===== config.mk =====
export PLATFORM = sky130hd
export DESIGN_NAME = display_scan_ctrl_flat
export DESIGN_NICKNAME = d
export VERILOG_FILES = /design/src/rtl/display_scan_if.sv /design/src/rtl/display_scan_ctrl.sv /design/src/flat_wrapper.sv
export SDC_FILE = /design/constraint.sdc
export NUM_CORES = 1
export LEC_CHECK = 0
export BUFFER_PORTS_ARGS = -buffer_cell sky130_fd_sc_hd__buf_4
export CORE_MARGIN = 2
export CORE_UTILIZATION = 59
export CTS_BUF_LIST = sky130_fd_sc_hd__clkbuf_4 sky130_fd_sc_hd__clkbuf_8
export CTS_CLUSTER_SIZE = 24
export DETAILED_ROUTE_END_ITERATION = 12
export MAX_ROUTING_LAYER = met4
export PLACE_DENSITY_LB_ADDON = 0.05
export SETUP_SLACK_MARGIN = 0.3
export SLEW_MARGIN = 10
export SYNTH_ARGS = -nofsm -noshare
export SYNTH_HDL_FRONTEND = slang
export SYNTH_SLANG_ARGS = --single-unit

===== constraint.sdc =====
create_clock -name clk -period 2.3 [get_ports clk]
set_input_delay 0.46 -clock clk [delete_from_list [all_inputs] [get_ports clk]]
set_output_delay 0.46 -clock clk [all_outputs]
set_load 0.005 [all_outputs]

===== src/rtl/display_scan_if.sv =====
// display_scan_if: value-load inputs and scan/anode outputs of the display scan controller
interface display_scan_if;
  logic [3:0] bin_in;
  logic       bin_load;
  logic [3:0] bin_hold;
  logic       digit_sel;
  logic [3:0] an;
  logic       blank;
  logic       frame_tick;
  logic       upd_ack;
  modport master (output bin_in, bin_load, input bin_hold, digit_sel, an, blank, frame_tick, upd_ack);
  modport slave  (input bin_in, bin_load, output bin_hold, digit_sel, an, blank, frame_tick, upd_ack);
endinterface


===== src/rtl/display_scan_ctrl.sv =====
// display_scan_ctrl: 2-digit scan sequencer with blanking gaps and frame-synchronous value commit
module display_scan_ctrl #(
  parameter int CLK_DIV   = 10000,
  parameter int BLANK_CYC = 100,
  parameter bit LZ_BLANK  = 1'b1
) (
  input logic clk,
  input logic rst,
  display_scan_if.slave bus
);
  localparam int CW = $clog2(CLK_DIV);
  if (BLANK_CYC < 1 || BLANK_CYC >= CLK_DIV) begin : g_bad_blank
    $error("BLANK_CYC must satisfy 1 <= BLANK_CYC < CLK_DIV");
  end
  typedef enum logic [1:0] {BLANK_T, SHOW_U, BLANK_U, SHOW_T} state_t;
  state_t ns, state;
  logic [CW-1:0] cnt;
  logic [3:0] pending;
  logic pend_v, last, commit, lz, show_u, show_t;
  always_comb begin
    last = cnt == ((state == SHOW_U || state == SHOW_T) ? CW'(CLK_DIV - BLANK_CYC - 1) : CW'(BLANK_CYC - 1));
    ns = last ? state_t'(state + 2'd1) : state;
    commit = last && state == BLANK_T;
    lz = LZ_BLANK && bus.bin_hold < 4'd10;
    show_u = ns == SHOW_U;
    show_t = ns == SHOW_T && !lz;
  end
  // outputs are decoded from the next state so they change on the same edge as the state
  always_ff @(posedge clk) begin
    if (rst) begin
      state <= BLANK_T;
      cnt <= '0;
      pending <= '0;
      pend_v <= 1'b0;
      bus.bin_hold <= '0;
      bus.digit_sel <= 1'b0;
      bus.an <= 4'b1111;
      bus.blank <= 1'b1;
      bus.frame_tick <= 1'b0;
      bus.upd_ack <= 1'b0;
    end else begin
      state <= ns;
      cnt <= last ? '0 : cnt + 1'b1;
      bus.frame_tick <= commit;
      bus.upd_ack <= commit && pend_v;
      if (commit && pend_v) begin
        bus.bin_hold <= pending;
        pend_v <= 1'b0;
      end
      // a load on the commit edge refills pending after the old value was taken
      if (bus.bin_load) begin
        pending <= bus.bin_in;
        pend_v <= 1'b1;
      end
      bus.an <= show_u ? 4'b1110 : show_t ? 4'b1101 : 4'b1111;
      bus.blank <= !(show_u || show_t);
      bus.digit_sel <= ns == BLANK_U || ns == SHOW_T;
    end
  end
endmodule

===== src/flat_wrapper.sv =====
// flat-port wrapper written by rule: the top's interface ports become plain ports
module display_scan_ctrl_flat 
#(
  parameter int CLK_DIV   = 10000,
  parameter int BLANK_CYC = 100,
  parameter bit LZ_BLANK  = 1'b1
)
  (clk, rst, bus_bin_in, bus_bin_load, bus_bin_hold, bus_digit_sel, bus_an, bus_blank, bus_frame_tick, bus_upd_ack);
  display_scan_if bus_i ();
  input logic clk;
  input logic rst;
  input wire logic [$bits(bus_i.bin_in)-1:0] bus_bin_in;
  input wire logic [$bits(bus_i.bin_load)-1:0] bus_bin_load;
  output wire logic [$bits(bus_i.bin_hold)-1:0] bus_bin_hold;
  output wire logic [$bits(bus_i.digit_sel)-1:0] bus_digit_sel;
  output wire logic [$bits(bus_i.an)-1:0] bus_an;
  output wire logic [$bits(bus_i.blank)-1:0] bus_blank;
  output wire logic [$bits(bus_i.frame_tick)-1:0] bus_frame_tick;
  output wire logic [$bits(bus_i.upd_ack)-1:0] bus_upd_ack;
  assign bus_i.bin_in = bus_bin_in;
  assign bus_i.bin_load = bus_bin_load;
  assign bus_bin_hold = bus_i.bin_hold;
  assign bus_digit_sel = bus_i.digit_sel;
  assign bus_an = bus_i.an;
  assign bus_blank = bus_i.blank;
  assign bus_frame_tick = bus_i.frame_tick;
  assign bus_upd_ack = bus_i.upd_ack;
  display_scan_ctrl #(.CLK_DIV(CLK_DIV), .BLANK_CYC(BLANK_CYC), .LZ_BLANK(LZ_BLANK)) u_core (.clk(clk), .rst(rst), .bus(bus_i));
endmodule

==> metrics.txt <==
status complete, no violations; Worst R2R Start u_core.state[0]$_SDFF_PP0_; synth top area cells dfxtp_1 (43%), xnor2_1 (6.1%), nor2_1 (5.5%), a21oi_1 (3.5%), ha_1 (3.5%); total CTS buffers 5; r2r setup slk 0.44 ns; class of the worst hold path primary input to flop; ys async rst share 0; largest net degree at the start of global routing 18; Util after Layout 0.707; DRC errors left 0; Initial Util 0.637; Worst Setup SP u_core.state[0]$_SDFF_PP0_; f_max 536 MHz; first-pass GRT wire length 4420 um; H-Tree Level Count 2; Post-CTS Resized 0; drt pass-1 iters 4; top_reg_cell synth dfxtp_1; CP Cell Sequence ha_1, o21a_1, o22ai_1, o211ai_1, a211o_1; cell taking the most area after synthesis dfxtp_1; Die Y 53.3 um; Avg WL per Cell 14.3 um; Crit. End Element flop; DPL Wire Length 1960 um; clk buf depth 2; hold_ws 0.375 ns; die footprint 2850 um2; fin crit share 0.811; Inserted Diodes 0; CP Depth 5; drt total wl 2860 um; clk_skew 0.00920 ns; beginning of the worst hold path bus_bin_in[1]; CTS Root Buffer Type clkbuf_4; fraction of layout cells with a size suffix above 1 0.180; Cell Area, Synth 1440 um2; CTS tree yes; 1st-iter DRT viols 27; Final Setup Violations 0; clk sink count 31; Via-to-Cell Ratio 5.85; Mean Syn Cell Area 9.15 um2; hold buffer count at cts 0; post-synth top area share 0.432; via count 1170; total gr overflow 0; Max Fanout on Critical Path 11; initial antenna violation count 0; Critical R2R Capture u_core.bus.an[1]$_SDFF_PP1_; number of synthesized flops with an enable pin 0; VDD IR max 0.469 mV; postcts setup bufs 0; Ys Warns 0; Leakage Power 0.000569 uW; P&R area growth vs syn 11.0%; Clk pin slew, worst setup/hold paths 0.10 ns; Slew Viols, Final 0; std cell rows 17; Worst path top cell family by delay compound AO/OA/AOI/OAI gates; Final Hold Viols 0; Max-Cap Viols 0; kind of critical path flop to flop; Synth Register Bits 31; Unique masters post-synth 38; slowest CP cell dfxtp_1; PD cells 576 nW/um2; core area 2250 um2; fin nets 183; CP max stage delay 0.45 ns; CP Launch Type flop; setup TNS 0 ns; fin crit period 1.86 ns; Crit path arrival time 2.10 ns; RSZ-0062 raised after global routing false; worst skew pair latency 0.33 ns; chip width 53.3 um; vias in the first global route 1028; critical path endpoint u_core.bus.an[1]$_SDFF_PP1_; port bufs 16; worst path buffer plus inverter count 0; Synth Instances 157; gp weighted congestion 0.852; total track usage 0.227; FF-to-FF path depth 5; IO Pins 19; required time of the critical path 2.53 ns; sequential area share after synthesis 0.432; ANT nets after route 0
[area by class of cell]
| type | instances | area [um2] |
|---|---|---|
| tap | 28 | 35.0 |
| timing repair buffer | 17 | 128 |
| clock buffer | 6 | 51.3 |
| fill | 196 | 661 |
| sequential | 31 | 621 |
| inverter | 4 | 15.0 |
| clock inverter | 1 | 5.00 |
| multi-input combinational | 113 | 739 |
[routing by layer]
layer	global-route usage	vias up	part of all wire
li1	-	586	-
met1	0.249	541	0.44
met2	0.372	36	0.49
met3	0.0621	7	0.049
met4	0.124	0	0.018
met5	-	-	0
[worst min path at each step]
stage,depth (start not counted),slack [ns],to
final,3,0.37,u_core.pending[1]$_SDFFE_PP0P_
after global routing,3,0.38,u_core.pending[0]$_SDFFE_PP0P_
after CTS,3,0.37,u_core.pending[3]$_SDFFE_PP0P_
after detailed placement,1,0.46,u_core.cnt[0]$_SDFF_PP0_
after global placement,1,0.45,u_core.cnt[0]$_SDFF_PP0_
after floorplan,1,0.43,u_core.cnt[0]$_SDFF_PP0_
[placed cells by master, fill, tap and decap left out, drive strengths merged, types with 2 or more instances in the layout]
cell type  synthesis  layout
dfxtp             31      31
nor2              21      21
buf                6      17
nand3             10      10
a21oi             10      10
xnor2             10      10
o21ai              9       9
nand2              6       6
nor3               6       6
clkbuf             4       6
nor4               5       5
inv                4       4
nand4              4       4
mux2i              4       4
ha                 4       4
o221ai             2       2
and2               2       2
xor2               2       2
conb               1       2
nor4b              2       2
a21o               2       2
[Yosys cell counts, types with 2 or more instances]
cell,count
dfxtp_1,31
nor2_1,21
a21oi_1,10
nand3_1,10
xnor2_1,10
o21ai_0,9
nand2_1,6
nor3_1,6
nor4_1,5
ha_1,4
inv_1,4
mux2i_1,4
nand4_1,4
buf_6,3
clkbuf_1,3
and2_1,2
buf_4,2
o221ai_1,2
xor2_1,2
[kinds of logic after synthesis]
family,count (synthesis),share of synthesized area
fa+ha+maj,4,0.0348
xor+xnor,12,0.0732
simple gates,58,0.216
buf+inv,14,0.0592
compound gates,33,0.154
flops,31,0.432
mux,4,0.0279
other cells,1,0.00261
[worst register-to-register path, delay by kind of cell (launching register included)]
kind | cells | cell delay [ns]
adders and majority gates | 1 | 0.29
DFF | 1 | 0.45
AOI/OAI and AO/OA | 4 | 1.01
[through the flow]
step	instance area [um2]	power, uW	setup WS (ns)	std cells
detailed placement	1530	606	0.405	193
finish	1590	918	0.436	200
CTS	1590	923	0.373	200
floorplan	1440	595	0.622	158
global placement	1530	603	0.455	193
global route	1590	948	0.344	200
[registers in the layout, summed over array words and instances (netlist names)]
signal / cells
u_core.bus.bin_hold: 4
u_core.bus.frame_tick: 1
u_core.state: 2
u_core.pending: 4
u_core.bus.blank: 1
u_core.bus.digit_sel: 1
u_core.bus.upd_ack: 1
u_core.cnt: 14
u_core.pend_v: 1
u_core.bus.an: 2
[power breakdown]
part / total [uW] / switching, uW / leakage, uW / internal, uW
sequential: 554 / 7.92 / 0.000252 / 546
combinational: 39.1 / 20.7 / 0.000284 / 18.3
clock: 325 / 184 / 0.0000341 / 141
Note: power is estimated with default switching activity, not from simulation.
